`src/rtl/vit_pkg.sv`:
```
// Shared types for the Viterbi sequencing controller: state encoding and
// per-state stage-enable vectors.
package vit_pkg;

  typedef enum logic [2:0] {
    S_IDLE  = 3'd0,
    S_FILL  = 3'd1,
    S_ACS   = 3'd2,
    S_RUN   = 3'd3,
    S_MEMD  = 3'd4,
    S_TB    = 3'd5,
    S_DRAIN = 3'd6,
    S_DONE  = 3'd7
  } vit_state_e;

  typedef struct packed {
    logic ce;
    logic s;
    logic acs;
    logic m;
    logic t;
  } en_vec_t;

  // Bit order {ce, s, acs, m, t}
  localparam en_vec_t EN_OFF   = 5'b00000;
  localparam en_vec_t EN_FILL  = 5'b11000;
  localparam en_vec_t EN_ACS   = 5'b11100;
  localparam en_vec_t EN_RUN   = 5'b11110;
  localparam en_vec_t EN_MEMD  = 5'b11010;
  localparam en_vec_t EN_TB    = 5'b11011;
  localparam en_vec_t EN_DRAIN = 5'b00011;

  function automatic int max4(input int a, input int b, input int c, input int d);
    int m;
    m = a;
    if (b > m) m = b;
    if (c > m) m = c;
    if (d > m) m = d;
    return m;
  endfunction

  function automatic en_vec_t en_of(input vit_state_e s);
    case (s)
      S_FILL:  return EN_FILL;
      S_ACS:   return EN_ACS;
      S_RUN:   return EN_RUN;
      S_MEMD:  return EN_MEMD;
      S_TB:    return EN_TB;
      S_DRAIN: return EN_DRAIN;
      default: return EN_OFF;
    endcase
  endfunction

endpackage

```
`src/rtl/vit_seq_ctrl_if.sv`:
```
// Control/status bundle between the decoder top level and the sequencer.
interface vit_seq_ctrl_if;
  logic       en;
  logic       i_sync;
  logic       i_flush;
  logic       o_en_ce;
  logic       o_en_s;
  logic       o_en_acs;
  logic       o_en_m;
  logic       o_en_t;
  logic       o_busy;
  logic       o_done;
  logic [2:0] o_state;

  modport master (
    output en, i_sync, i_flush,
    input  o_en_ce, o_en_s, o_en_acs, o_en_m, o_en_t, o_busy, o_done, o_state
  );

  modport slave (
    input  en, i_sync, i_flush,
    output o_en_ce, o_en_s, o_en_acs, o_en_m, o_en_t, o_busy, o_done, o_state
  );
endinterface

```
`src/rtl/vit_cycle_cnt.sv`:
```
// Loadable down-counter shared by all timed sequencer states; saturates at 0.
module vit_cycle_cnt #(
  parameter int W = 4
) (
  input  logic         clk,
  input  logic         rst,
  input  logic         load,
  input  logic         dec,
  input  logic [W-1:0] value,
  output logic         zero
);
  logic [W-1:0] cnt_q, cnt_d;

  always_comb begin
    cnt_d = cnt_q;
    if (load)                    cnt_d = value;
    else if (dec && cnt_q != '0) cnt_d = cnt_q - W'(1);
  end

  always_ff @(posedge clk) begin
    if (rst) cnt_q <= '0;
    else     cnt_q <= cnt_d;
  end

  assign zero = (cnt_q == '0);
endmodule

```
`src/rtl/vit_seq_ctrl.sv`:
```
// Moore sequencer producing CE/S/ACS/M/T stage enables for the Viterbi datapath,
// with configurable fill/memory latency, framed termination, flush and drain.
module vit_seq_ctrl
  import vit_pkg::*;
#(
  parameter int FILL_CYC  = 2,
  parameter int MEM_DELAY = 8,
  parameter int DRAIN_LEN = 16,
  parameter int FRAMED    = 0,
  parameter int FRAME_LEN = 64
) (
  input  logic           clk,
  input  logic           rst,
  vit_seq_ctrl_if.slave  bus
);
  localparam int CNT_W = $clog2(max4(FILL_CYC, MEM_DELAY, DRAIN_LEN, FRAME_LEN) + 1);

  vit_state_e       state_q, state_d;
  logic             cnt_load, cnt_zero;
  logic [CNT_W-1:0] cnt_val;
  en_vec_t          en_v;

  always_ff @(posedge clk) begin
    if (rst) state_q <= S_IDLE;
    else     state_q <= state_d;
  end

  // Every transition into a timed state reloads the shared counter with length-1.
  always_comb begin
    state_d  = state_q;
    cnt_load = 1'b0;
    cnt_val  = '0;
    if (bus.en) begin
      case (state_q)
        S_IDLE: begin
          state_d  = S_FILL;
          cnt_load = 1'b1;
          cnt_val  = CNT_W'(FILL_CYC - 1);
        end
        S_FILL:  if (cnt_zero) state_d = S_ACS;
        S_ACS:   state_d = S_RUN;
        S_RUN: begin
          if (bus.i_sync) begin
            state_d  = S_MEMD;
            cnt_load = 1'b1;
            cnt_val  = CNT_W'(MEM_DELAY - 1);
          end
        end
        S_MEMD: begin
          if (cnt_zero) begin
            state_d  = S_TB;
            cnt_load = 1'b1;
            cnt_val  = CNT_W'(FRAME_LEN - 1);
          end
        end
        S_TB: begin
          if (bus.i_flush || (FRAMED != 0 && cnt_zero)) begin
            state_d  = S_DRAIN;
            cnt_load = 1'b1;
            cnt_val  = CNT_W'(DRAIN_LEN - 1);
          end
        end
        S_DRAIN: if (cnt_zero) state_d = S_DONE;
        S_DONE:  state_d = S_IDLE;
        default: state_d = S_IDLE;
      endcase
    end
  end

  vit_cycle_cnt #(.W(CNT_W)) u_cnt (
    .clk   (clk),
    .rst   (rst),
    .load  (cnt_load),
    .dec   (bus.en),
    .value (cnt_val),
    .zero  (cnt_zero)
  );

  assign en_v         = en_of(state_q);
  assign bus.o_en_ce  = en_v.ce;
  assign bus.o_en_s   = en_v.s;
  assign bus.o_en_acs = en_v.acs;
  assign bus.o_en_m   = en_v.m;
  assign bus.o_en_t   = en_v.t;
  assign bus.o_busy   = (state_q != S_IDLE) && (state_q != S_DONE);
  assign bus.o_done   = (state_q == S_DONE);
  assign bus.o_state  = state_q;
endmodule

```
`src/flat_wrapper.sv`:
```
// flat-port wrapper written by rule: the top's interface ports become plain ports
module vit_seq_ctrl_flat import vit_pkg::*;
#(
  parameter int FILL_CYC  = 2,
  parameter int MEM_DELAY = 8,
  parameter int DRAIN_LEN = 16,
  parameter int FRAMED    = 0,
  parameter int FRAME_LEN = 64
)
  (clk, rst, bus_en, bus_i_sync, bus_i_flush, bus_o_en_ce, bus_o_en_s, bus_o_en_acs, bus_o_en_m, bus_o_en_t, bus_o_busy, bus_o_done, bus_o_state);
  vit_seq_ctrl_if bus_i ();
  input  logic clk;
  input  logic rst;
  input wire logic [$bits(bus_i.en)-1:0] bus_en;
  input wire logic [$bits(bus_i.i_sync)-1:0] bus_i_sync;
  input wire logic [$bits(bus_i.i_flush)-1:0] bus_i_flush;
  output wire logic [$bits(bus_i.o_en_ce)-1:0] bus_o_en_ce;
  output wire logic [$bits(bus_i.o_en_s)-1:0] bus_o_en_s;
  output wire logic [$bits(bus_i.o_en_acs)-1:0] bus_o_en_acs;
  output wire logic [$bits(bus_i.o_en_m)-1:0] bus_o_en_m;
  output wire logic [$bits(bus_i.o_en_t)-1:0] bus_o_en_t;
  output wire logic [$bits(bus_i.o_busy)-1:0] bus_o_busy;
  output wire logic [$bits(bus_i.o_done)-1:0] bus_o_done;
  output wire logic [$bits(bus_i.o_state)-1:0] bus_o_state;
  assign bus_i.en = bus_en;
  assign bus_i.i_sync = bus_i_sync;
  assign bus_i.i_flush = bus_i_flush;
  assign bus_o_en_ce = bus_i.o_en_ce;
  assign bus_o_en_s = bus_i.o_en_s;
  assign bus_o_en_acs = bus_i.o_en_acs;
  assign bus_o_en_m = bus_i.o_en_m;
  assign bus_o_en_t = bus_i.o_en_t;
  assign bus_o_busy = bus_i.o_busy;
  assign bus_o_done = bus_i.o_done;
  assign bus_o_state = bus_i.o_state;
  vit_seq_ctrl #(.FILL_CYC(FILL_CYC), .MEM_DELAY(MEM_DELAY), .DRAIN_LEN(DRAIN_LEN), .FRAMED(FRAMED), .FRAME_LEN(FRAME_LEN)) u_core (.clk(clk), .rst(rst), .bus(bus_i));
endmodule
```
`config.mk`:
```
export PLATFORM = sky130hd
export DESIGN_NAME = vit_seq_ctrl_flat
export DESIGN_NICKNAME = d
export VERILOG_FILES = /design/src/rtl/vit_pkg.sv /design/src/rtl/vit_seq_ctrl_if.sv /design/src/rtl/vit_cycle_cnt.sv /design/src/rtl/vit_seq_ctrl.sv /design/src/flat_wrapper.sv
export SDC_FILE = /design/constraint.sdc
export NUM_CORES = 1
export LEC_CHECK = 0
export ABC_AREA = 1
export ABC_CLOCK_PERIOD_IN_PS = 2500
export CAP_MARGIN = 5
export CORE_MARGIN = 1.5
export CORE_UTILIZATION = 53
export CTS_BUF_LIST = sky130_fd_sc_hd__clkbuf_2 sky130_fd_sc_hd__clkbuf_4 sky130_fd_sc_hd__clkbuf_8
export CTS_CLUSTER_SIZE = 10
export DETAILED_ROUTE_END_ITERATION = 8
export GPL_TIMING_DRIVEN = 0
export PLACE_DENSITY = 0.8
export SLEW_MARGIN = 15
export SYNTH_ARGS = -nofsm -noshare
export SYNTH_HDL_FRONTEND = slang
export SYNTH_HIERARCHICAL = 1
export SYNTH_SLANG_ARGS = --single-unit
```
`constraint.sdc`:
```
create_clock -name clk -period 2.5 [get_ports clk]
set_input_delay 0.625 -clock clk [delete_from_list [all_inputs] [get_ports clk]]
set_output_delay 0.625 -clock clk [all_outputs]
set_load 0.01 [all_outputs]
```
# Yosys cells after proc, flatten, opt, wreduce, memory -nomap -nowiden
# Cells that the tools add are included.
[word_totals]
reg_bits = 10
in_bits = 5
output_inout_bits = 10
word_cells = 43
[classes]
addsub = 1
eq_ne = 13
mux = 19
n_reduce_logical = 8
[ops]
columns = ["operator", "n"]
rows = [
  ["5-bit one-hot mux with 6 select lines", 1],
  ["7-bit one-hot mux with 4 select lines", 1],
  ["3-bit one-hot mux with 8 select lines", 1],
  ["7-bit 2-to-1 mux", 3],
  ["3-bit 2-to-1 mux", 6],
  ["3-bit == test (second input constant)", 4],
  ["7-bit logical NOT", 1],
  ["7-bit nonzero test", 1],
  ["7-bit by 1-bit subtractor with 7-bit output (second input constant)", 1],
  ["3-bit by 2-bit == test with 1-bit output (second input constant)", 2],
  ["6-bit 2-to-1 mux", 1],
  ["2-bit by 1-bit inequality test with 1-bit output (second input constant)", 3],
  ["6-bit AND reduction", 1],
  ["1-bit 2-to-1 mux", 4],
  ["4-bit 2-to-1 mux", 1],
  ["2-bit inequality test (second input constant)", 2],
  ["1-bit one-hot mux with 4 select lines", 1],
  ["3-bit by 1-bit == test with 1-bit output (second input constant)", 1],
  ["3-bit logical NOT", 1],
  ["3-bit inequality test (second input constant)", 1],
  ["3-bit nonzero test", 1],
  ["1-bit logical AND", 2],
  ["2-bit nonzero test", 1],
]

# Longest topological paths before layout
# Gate-level depths: netlist (run 1).
[depth]
depth_word = 5
ltp_mapped = 16
depth_no_buf = 15

# Cells and area by module
# Netlist (run 1), hierarchy kept.
[modules_own_cells]
columns = ["mod", "n_inst", "cells_per_inst", "area_each_um2", "seq_area_each_um2"]
rows = [
  ["vit_cycle_cnt", 1, 92, 530.5, 140.1],
  ["vit_seq_ctrl", 1, 55, 306.5, 60.1],
]

# Worst setup path before layout (run 1)
# Ideal clock, no wire load.
[synth_timing]
path_type = "reg-to-reg"
start = "reg u_core.u_cnt.cnt_q[0]"
end = "reg u_core.u_cnt.cnt_q[5]"
setup_ns = 0.113
arrival_ns = 2.128
slack_ns = 0.259
stages_incl_launch_ff = 17
synth_period_minus_slack_ns = 2.241
path_cell_list = "dfxtp_1 > inv_1 > ha_1 > nand2_2 > nor2_2 > nand2_4 > inv_1 > nand3_1 > o21ai_0 > a21oi_1 > o21ai_0 > inv_1 > buf_4 > nor2_1 > nor2_1 > nand2_1 > nor2_1"
[synth_between]
elab_chain_len = 5
elab_cells_between_ends = 13
classes_between = "1 x add/sub; 8 x mux; 4 x reduce/logical"
[synth_lines]
columns = ["element", "line_no", "source"]
rows = [
  ["start: declaration", "vit_cycle_cnt.sv:12", "logic [W-1:0] cnt_q, cnt_d;"],
  ["start signal: assignment", "vit_cycle_cnt.sv:22", "else cnt_q <= cnt_d;"],
  ["7-bit logical NOT (*)", "vit_cycle_cnt.sv:25", "assign zero = (cnt_q == '0);"],
  ["net u_core.cnt_zero", "vit_seq_ctrl.sv:19", "logic cnt_load, cnt_zero;"],
  ["1-bit 2-to-1 mux (*)", "vit_seq_ctrl.sv:50", "if (cnt_zero) begin"],
  ["1-bit one-hot mux with 4 select lines (*)", "vit_seq_ctrl.sv:34", "case (state_q)"],
  ["1-bit 2-to-1 mux (*)", "vit_seq_ctrl.sv:33", "if (bus.en) begin"],
  ["net u_core.cnt_load", "vit_seq_ctrl.sv:19", ""],
  ["7-bit 2-to-1 mux or 2-bit nonzero test (tied branches)", "--", ""],
]
# The timed path passes the listed nets; every way through them passes the cells marked *. The select of a mux whose other input is x is not followed.
# A chain may end at the register's enable or synchronous reset.

# Worst setup path after layout (run 1)
[layout_timing]
start = "reg u_core.state_q[0], in the netlist u_core/bus.o_state[0]"
end = "out bus_o_en_s"
[layout_between]
elab_chain_len = 2
elab_cells_between_ends = 7
classes_between = "6 x eq/ne; 1 x mux"
[layout_lines]
columns = ["element", "line_no", "source"]
rows = [
  ["start: declaration", "vit_seq_ctrl.sv:18", "vit_state_e state_q, state_d;"],
  ["start signal: assignment", "vit_seq_ctrl.sv:25", "else state_q <= state_d;"],
  ["3-bit == test, or another cell as far along", "vit_pkg.sv:43", "case (s)"],
  ["5-bit one-hot mux with 6 select lines (*)", "vit_pkg.sv:43", ""],
  ["end: declaration", "flat_wrapper.sv:18", "output wire logic [$bits(bus_i.o_en_s)-1:0] bus_o_en_s;"],
]
# Mark *: on every way between the ends. The rest lies on a longest branch, timed or not.

==> results.sh, run 1 <==
export IMPL_rows=14
export IMPL_hold_start="u_core/u_cnt/cnt_q[2]"
export IMPL_h_tree_depth=1
export IMPL_drtAntennaViolNets=0
export IMPL_gp_routability_congestion=0.824
export IMPL_wirelength_um=1970
export IMPL_drt_iter0_drc=30
export IMPL_diodes=0
export IMPL_final_setup_worst_slack_ns=0.103
export IMPL_leakage_nw=0.534
export IMPL_cts_tree="done"
export IMPL_cts_buffers_inserted=3
export IMPL_outcome="complete, no violations"
export IMPL_grt_start_max_net_pins=11
export IMPL_area_growth_pct=25.6
export IMPL_finalCriticalPeriod_ns=2.40
export IMPL_place_ws_ns=-0.227
export IMPL_clockBufferDepth=2
export IMPL_io_buffer_count=14
export IMPL_cap_violations=0
export IMPL_yosysUniqueCellTypes=20
export IMPL_final_max_slew_viol_count=0
export IMPL_synth_area_um2=837
export IMPL_cp_data_required_time_ns=1.88
export IMPL_drc_errors=0
export IMPL_place_area_um2=997
export IMPL_crit_path_max_fanout=8
export IMPL_die_h_um=42.7
export IMPL_die_area_mm2=0.00183
export IMPL_dp_cells=177
export IMPL_grt_use_total=0.238
export IMPL_crit_path_end_kind="output port"
export IMPL_hold_class="reg -> reg"
export IMPL_fillers=141
export IMPL_finalPower_mw=0.853
export IMPL_grt_use_met3=0.0511
export IMPL_seq_area_frac_synth=0.239
export IMPL_cts_hold_buf=0
export IMPL_fin_cells=182
export IMPL_post_route_period_util=0.959
export IMPL_dp_hpwl_um=1490
export IMPL_use_met1=0.346
export IMPL_setup_violations=0
export IMPL_timing_rr_end="u_core/u_cnt/cnt_q[5]"
export IMPL_final_area_mm2=0.00105
export IMPL_drt_vias_per_instance=5.10
export IMPL_layout_nets=173
export IMPL_start_util=0.562
export IMPL_overflow=0
export IMPL_syn_area_per_cell_um2=5.69
export IMPL_antenna_found_initial=0
export IMPL_r2r_slack_ns=0.22
export IMPL_grt_pass1_vias=822
export IMPL_ys_warn_count=6
export IMPL_top_usage_layer="met1"
export IMPL_final_core_util=0.706
export IMPL_worst_setup_path_type="reg -> out"
export IMPL_regArea_um2=201
export IMPL_arrival_ns=1.77
export IMPL_cts_root_buf="clkbuf_4"
export IMPL_syn_nets=153
export IMPL_rr_startpoint="u_core/u_cnt/cnt_q[0]"
export IMPL_synthesis_instances=147
export IMPL_layout_drive_gt1_share=0.181
export IMPL_coreArea_mm2=0.00149
export IMPL_vias=928
export IMPL_cts_clk_slew_worst_paths_ns=0.06
export IMPL_ir_worst_vdd_mv=0.491
export IMPL_multiInputGateArea_um2=533
export IMPL_insertion_delay_ns=0.27
export IMPL_io_pins=15
export IMPL_whs_endpoint="u_core/u_cnt/cnt_q[2]"
export IMPL_grt_first_pass_wirelength_um=3390
export IMPL_min_path_cells=2
export IMPL_dieWidth_um=42.7
export IMPL_power_density_mw_per_mm2=811
export IMPL_rr_worst_depth=16
export IMPL_fmax_mhz=417
export IMPL_dr_pass1_iters=4
export IMPL_clock_skew_ns=0.0134
export IMPL_cp_start_kind="flop"
export IMPL_use_met2=0.345
export IMPL_wire_per_inst_um=10.8
export IMPL_clock_sinks=10
export IMPL_final_hold_viol_count=0
export IMPL_ys_ff_latch=10
repair_timing:
item | CTS | global route
pin swaps | 0 | 1
gates resized for setup | 1 | 5
setup endpoints to repair | 6 | 8
buffers inserted | 0 | 1
metal layers:
metal  vias to the layer above  part of all wire
li1                        486                 -
met1                       421              0.50
met2                        19              0.45
met3                         2             0.045
met4                         0            0.0051
met5                         -                 0
synthesized netlist by cell type, drive strengths merged:
master / n / area share
conb: 1 / 0.0045
dfxtp: 10 / 0.24
buf: 4 / 0.040
inv: 21 / 0.094
ha: 1 / 0.015
nand2: 36 / 0.19
nand3: 13 / 0.084
a21oi: 5 / 0.030
nor2: 47 / 0.23
nand3b: 1 / 0.0090
o21ai: 3 / 0.018
nand4: 4 / 0.030
xor2: 1 / 0.010
worst max-delay path, cell delays in order, from the launching register on:
cell and delay [ns]:
dfxtp_1 0.35, buf_6 0.13, nor2_1 0.06, inv_1 0.09, nor2_2 0.06, a21oi_1 0.17
buf_4 0.14, clkdlybuf4s50_1 0.52
worst max path at each step:
stage                                from                     to  slack, ns
floorplan           u_core/u_cnt/cnt_q[0]  u_core/u_cnt/cnt_q[5]       0.26
global placement                   bus_en  u_core/u_cnt/cnt_q[5]      -0.25
detailed placement                 bus_en  u_core/u_cnt/cnt_q[5]      -0.23
CTS                 u_core/u_cnt/cnt_q[0]  u_core/u_cnt/cnt_q[5]       0.03
global route        u_core/bus.o_state[0]             bus_o_en_s    -0.0003
finish              u_core/bus.o_state[0]             bus_o_en_s       0.10
cell families (layout without fill, tap and decap cells):
kind of cell / count (synthesis) / after routing / synth area share
buf+inv: 25 / 44 / 0.135
xor+xnor: 1 / 1 / 0.0105
fa+ha+maj: 1 / 1 / 0.0149
flops: 10 / 10 / 0.239
simple gates: 101 / 101 / 0.549
compound gates: 8 / 8 / 0.0478
other cells: 1 / 1 / 0.00448
state kept, by name, indices dropped and copies added, names as in the netlist:
| signal | flops |
|---|---|
| u_core/bus.o_state | 3 |
| u_core/u_cnt/cnt_q | 7 |
final cells by class:
class	count	area share
Timing Repair Buffer	15	0.140
Sequential cell	10	0.192
Clock buffer	4	0.0345
Multi-Input combinational cell	112	0.507
Buffer	4	0.0321
Tap cell	16	0.0190
Inverter	21	0.0750
layout by cell type, fill, tap and decap left out, drive strengths merged:
master / instances
nor2: 47
nand2: 36
inv: 21
clkdlybuf4s50: 14
nand3: 13
dfxtp: 10
a21oi: 5
buf: 5
nand4: 4
clkbuf: 4
o21ai: 3
xor2: 1
nand3b: 1
conb: 1
ha: 1
stage by stage:
stage | hold WS (ns) | setup TNS (ns)
CTS | 0.540 | 0
global route | 0.559 | -0.000277
finish | 0.536 | 0
detailed placement | 0.523 | -1.10
floorplan | 0.474 | 0
global placement | 0.498 | -1.23
power by group:
part	switching, mW	leakage [nW]	internal, mW
sequential	0.0353	0.0830	0.195
clock	0.0604	0.0210	0.0885
combinational	0.281	0.430	0.192
total	0.377	0.534	0.476
No activity file was read; power rests on OpenSTA's default activity.
==> run 2: changes to the inputs <==
Settings changed: CELL_PAD_IN_SITES_DETAIL_PLACEMENT from default to 1, CELL_PAD_IN_SITES_GLOBAL_PLACEMENT from default to 2, CORE_UTILIZATION 53 to 27, PLACE_DENSITY 0.8 to 0.81.
==> results.sh, run 2 (synthesis gave the netlist of run 1 again) <==
export IMPL_final_core_util=0.363
export IMPL_cts_buffers_inserted=3
export IMPL_final_setup_worst_slack_ns=0.128
export IMPL_cts_tree="done"
export IMPL_worst_setup_path_type="reg -> out"
export IMPL_clockBufferDepth=2
export IMPL_rr_startpoint="u_core/u_cnt/cnt_q[0]"
export IMPL_crit_slowest_cell="clkdlybuf4s50_1"
export IMPL_power_density_mw_per_mm2=813
export IMPL_drt_vias_per_instance=4.68
export IMPL_place_ws_ns=-0.318
export IMPL_drtAntennaViolNets=0
export IMPL_overflow=0
export IMPL_post_route_period_util=0.949
export IMPL_drc_errors=0
export IMPL_vias=935
export IMPL_layout_drive_gt1_share=0.204
export IMPL_io_buffer_count=14
export IMPL_layout_commonest_cell="nor2_1"
export IMPL_r2r_slack_ns=0.23
export IMPL_antenna_found_initial=0
export IMPL_area_growth_pct=30.3
export IMPL_fillers=403
export IMPL_outcome="complete, no violations"
export IMPL_layout_nets=174
export IMPL_die_area_mm2=0.00344
export IMPL_dp_hpwl_um=1850
export IMPL_slowest_delay_ns=0.52
export IMPL_arrival_ns=1.75
export IMPL_wirelength_um=2420
export IMPL_regArea_um2=201
export IMPL_crit_path_max_fanout=8
export IMPL_grt_first_pass_wirelength_um=3990
export IMPL_rsz0062_at_grt="false"
export IMPL_cp_data_required_time_ns=1.88
export IMPL_wire_per_inst_um=12.1
export IMPL_fmax_mhz=422
export IMPL_dieWidth_um=58.7
export IMPL_dr_pass1_iters=4
export IMPL_clock_sinks=10
export IMPL_io_pins=15
export IMPL_crit_top_cell="nor2_2"
export IMPL_grt_pass1_vias=942
export IMPL_die_h_um=58.7
export IMPL_grt_use_total=0.151
export IMPL_insertion_delay_ns=0.26
export IMPL_mostFrequentLayoutCells="nor2_1, nand2_1, inv_1"
export IMPL_clock_skew_ns=0.000603
export IMPL_min_path_cells=2
export IMPL_rr_worst_depth=16
export IMPL_setup_violations=0
export IMPL_final_max_slew_viol_count=0
export IMPL_multiInputGateArea_um2=544
export IMPL_rows=20
export IMPL_finalSetupTns_ns=0
export IMPL_hold_class="reg -> reg"
export IMPL_cts_root_buf="clkbuf_4"
export IMPL_drt_iter0_drc=22
export IMPL_cap_violations=0
export IMPL_timing_rr_end="u_core/u_cnt/cnt_q[5]"
export IMPL_cp_start_kind="flop"
export IMPL_gp_routability_congestion=0.745
export IMPL_largest_reg_flops=7
export IMPL_diodes=0
export IMPL_coreArea_mm2=0.00300
export IMPL_leakage_nw=0.541
export IMPL_whs_endpoint="u_core/u_cnt/cnt_q[0]"
export IMPL_grt_start_max_net_pins=11
export IMPL_crit_path_end_kind="output port"
export IMPL_ir_worst_vdd_mv=0.367
export IMPL_start_util=0.279
export IMPL_final_hold_viol_count=0
export IMPL_hold_start="u_core/u_cnt/cnt_q[0]"
export IMPL_dp_cells=194
export IMPL_h_tree_depth=1
export IMPL_regMostFlops="u_core/u_cnt/cnt_q"
export IMPL_path_cells="buf_6, nor2_2, inv_1, nor2_2, a21oi_1, buf_4, clkdlybuf4s50_1"
export IMPL_fin_cells=200
export IMPL_finalCriticalPeriod_ns=2.37
export IMPL_cts_clk_slew_worst_paths_ns=0.07
[run 2: cell count changes in the layout (fill, tap and decap cells not counted), sizes merged]
cell  change
buf       +1
[run 2: layout make-up]
class                           instances  area share
Buffer                                  4      0.0310
Clock buffer                            4      0.0333
Inverter                               21      0.0722
Multi-Input combinational cell        112       0.499
Sequential cell                        10       0.185
Tap cell                               33      0.0378
Timing Repair Buffer                   16       0.142
[run 2: worst max path at each step]
| stage | startpoint | end | slack, ns |
|---|---|---|---|
| 2_1_floorplan | u_core/u_cnt/cnt_q[0] | u_core/u_cnt/cnt_q[5] | 0.26 |
| 3_3_place_gp | bus_en | u_core/u_cnt/cnt_q[2] | -0.30 |
| 3_5_place_dp | bus_en | u_core/u_cnt/cnt_q[5] | -0.32 |
| 4_1_cts | u_core/bus.o_state[0] | bus_o_en_s | 0.01 |
| 5_1_grt | u_core/bus.o_state[0] | bus_o_en_s | 0.001 |
| 6_report | u_core/bus.o_state[0] | bus_o_en_s | 0.13 |
[run 2: critical path, delay by kind of cell (launching register included)]
family / cells / cell delay [ns]
buf+inv: 4 / 0.87
compound gates: 1 / 0.16
simple gates: 2 / 0.11
flops: 1 / 0.35
[run 2: stage by stage]
step | total power [mW] | hold WS, ns | area, um^2
after floorplan | 0.564 | 0.474 | 837
after detailed placement | 0.708 | 0.520 | 1020
after global routing | 0.970 | 0.570 | 1090
after global placement | 0.693 | 0.498 | 1020
final | 0.887 | 0.535 | 1090
after CTS | 0.864 | 0.531 | 1060
[run 2: timing repair]
action | CTS | global route
pin swaps | 0 | 1
gates cloned | 0 | 0
resized for setup | 2 | 8
setup buffers | 0 | 2
setup endpoints to repair | 7 | 9
hold buffers | 0 | 0
[run 2: where the power goes]
| group | total (mW) | switching, mW | internal, mW | leakage, nW |
|---|---|---|---|---|
| logic | 0.505 | 0.305 | 0.200 | 0.437 |
| clock network | 0.149 | 0.0611 | 0.0884 | 0.0210 |
| registers | 0.233 | 0.0377 | 0.195 | 0.0830 |
| total | 0.887 | 0.403 | 0.483 | 0.541 |
[run 2: per-layer routing]
metal,global-route usage,wire length [um]
met1,0.203,1210
met5,0,0
met3,0.0440,51
met2,0.244,1140
met4,0.0292,24
==> run 3: changes to the inputs <==
Settings changed: ABC_CLOCK_PERIOD_IN_PS 2500 to 3000, CORE_UTILIZATION 27 to 29, PLACE_DENSITY 0.81 to 0.86.
Clock period 2.5 ns to 3 ns, I/O delays scaled along.
==> results.sh, run 3 (synthesis gave the netlist of run 1 again) <==
export IMPL_outcome="complete, no violations"
export IMPL_fmax_mhz=386
export IMPL_power_frac_comb=0.551
export IMPL_drt_iter0_drc=10
export IMPL_cts_hold_buf=0
export IMPL_drt_vias_per_instance=4.81
export IMPL_crit_path_max_fanout=8
export IMPL_critPathTopFamily="buffers and inverters"
export IMPL_setup_violations=0
export IMPL_grt_first_pass_wirelength_um=4090
export IMPL_grt_use_met3=0.0553
export IMPL_leakage_nw=0.528
export IMPL_power_frac_clock=0.180
export IMPL_cts_root_buf="clkbuf_4"
export IMPL_rr_startpoint="u_core/u_cnt/cnt_q[0]"
export IMPL_mostFrequentLayoutCells="nor2_1, nand2_1, inv_1"
export IMPL_grt_use_total=0.161
export IMPL_die_h_um=56.7
export IMPL_final_hold_viol_count=0
export IMPL_layout_nets=172
export IMPL_use_met1=0.206
export IMPL_crit_top_cell="nor2_1"
export IMPL_coreArea_mm2=0.00276
export IMPL_finalSetupTns_ns=0
export IMPL_final_setup_worst_slack_ns=0.412
export IMPL_multiInputGateArea_um2=524
export IMPL_regMostFlops="u_core/u_cnt/cnt_q"
export IMPL_cp_start_kind="flop"
export IMPL_io_buffer_count=14
export IMPL_cts_clk_slew_worst_paths_ns=0.07
export IMPL_seq_power_share=0.268
export IMPL_top_usage_layer="met2"
export IMPL_final_area_mm2=0.00105
export IMPL_area_growth_pct=25.7
export IMPL_clock_sinks=10
export IMPL_rsz0062_at_grt="false"
export IMPL_grt_pass1_vias=941
export IMPL_regArea_um2=200
export IMPL_drtAntennaViolNets=0
export IMPL_diodes=0
export IMPL_crit_slowest_cell="clkdlybuf4s50_1"
export IMPL_die_area_mm2=0.00322
export IMPL_finalPower_mw=0.709
export IMPL_crit_buf_inv=4
export IMPL_overflow=0
export IMPL_post_cts_setup_buffers=0
export IMPL_rows=19
export IMPL_cts_buffers_inserted=3
export IMPL_start_util=0.304
export IMPL_drc_errors=0
export IMPL_layout_drive_gt1_share=0.145
export IMPL_final_max_slew_viol_count=0
export IMPL_hold_class="reg -> reg"
export IMPL_path_cells="buf_6, nor2_1, inv_1, nor2_1, a21oi_1, buf_4, clkdlybuf4s50_1"
export IMPL_worst_setup_path_type="reg -> out"
export IMPL_cp_data_required_time_ns=2.25
export IMPL_power_density_mw_per_mm2=674
export IMPL_arrival_ns=1.84
export IMPL_wire_per_inst_um=11.7
export IMPL_slowest_delay_ns=0.47
export IMPL_insertion_delay_ns=0.27
export IMPL_power_switching_mw=0.319
export IMPL_crit_start="u_core/bus.o_state[0]"
export IMPL_clockBufferDepth=2
export IMPL_place_ws_ns=0.0248
export IMPL_ir_worst_vdd_mv=0.441
export IMPL_antenna_found_initial=0
export IMPL_place_area_mm2=0.00102
export IMPL_grt_start_max_net_pins=11
export IMPL_dieWidth_um=56.7
export IMPL_fillers=391
export IMPL_largest_reg_flops=7
export IMPL_dr_pass1_iters=4
export IMPL_post_cts_resized=0
export IMPL_post_route_period_util=0.863
export IMPL_clock_skew_ns=0.00545
export IMPL_swShare=0.450
export IMPL_hold_start="u_core/u_cnt/cnt_q[0]"
export IMPL_p_int_mw=0.390
export IMPL_crit_path_end_kind="output port"
export IMPL_fin_hold_ws_ns=0.512
export IMPL_cap_violations=0
export IMPL_finalCriticalPeriod_ns=2.59
export IMPL_use_met2=0.266
export IMPL_layout_commonest_cell="nor2_1"
export IMPL_vias=942
export IMPL_cts_tree="done"
export IMPL_h_tree_depth=1
export IMPL_gp_routability_congestion=0.793
export IMPL_io_pins=15
export IMPL_dp_hpwl_um=1880
export IMPL_wirelength_um=2300
## run 3: changes by cell type in the layout (fill, tap and decap cells not counted), sizes merged
cell	delta
buf	-2
## run 3: layout make-up
| type | count | share of cell area |
|---|---|---|
| Buffer | 4 | 0.0321 |
| Inverter | 21 | 0.0749 |
| Clock buffer | 4 | 0.0345 |
| Tap cell | 31 | 0.0369 |
| Sequential cell | 10 | 0.190 |
| Multi-Input combinational cell | 112 | 0.498 |
| Timing Repair Buffer | 14 | 0.133 |
## run 3: path summary, 6_finish.rpt
check                          endpoint  cells past startpoint  slack, ns
setup / recovery             bus_o_en_s                      7       0.41
hold / removal    u_core/u_cnt/cnt_q[0]                      2       0.51
setup reg to reg  u_core/u_cnt/cnt_q[5]                     16       0.45
hold reg to reg   u_core/u_cnt/cnt_q[0]                      2       0.51
## run 3: power by group through the flow
stage | Sequential, mW | Clock (mW) | Combinational (mW)
floorplan | 0.188 | 0 | 0.281
global placement | 0.193 | 0 | 0.385
detailed placement | 0.194 | 0 | 0.394
CTS | 0.191 | 0.133 | 0.396
global route | 0.194 | 0.140 | 0.445
finish | 0.190 | 0.128 | 0.391
## run 3: worst reg2reg max path, delay by kind of cell, from the launching register on
kind	cells	cell delay (ns)
AO/OA/AOI/OAI	3	0.53
adder cells (fa/ha/maj)	1	0.27
buffers and inverters	4	0.66
flip-flops	1	0.33
AND/OR/NAND/NOR	8	0.69
## run 3: metrics by stage
stage | std cells | util
after detailed placement | 192 | 0.368
after global routing | 196 | 0.382
after floorplan | 147 | -
final | 196 | 0.382
after global placement | 192 | 0.368
after CTS | 196 | 0.382
## run 3: layer usage
layer,routed length [um],vias to the layer above
met5,0,-
met4,0,0
met3,80,0
met2,1080,15
met1,1140,443
li1,-,484
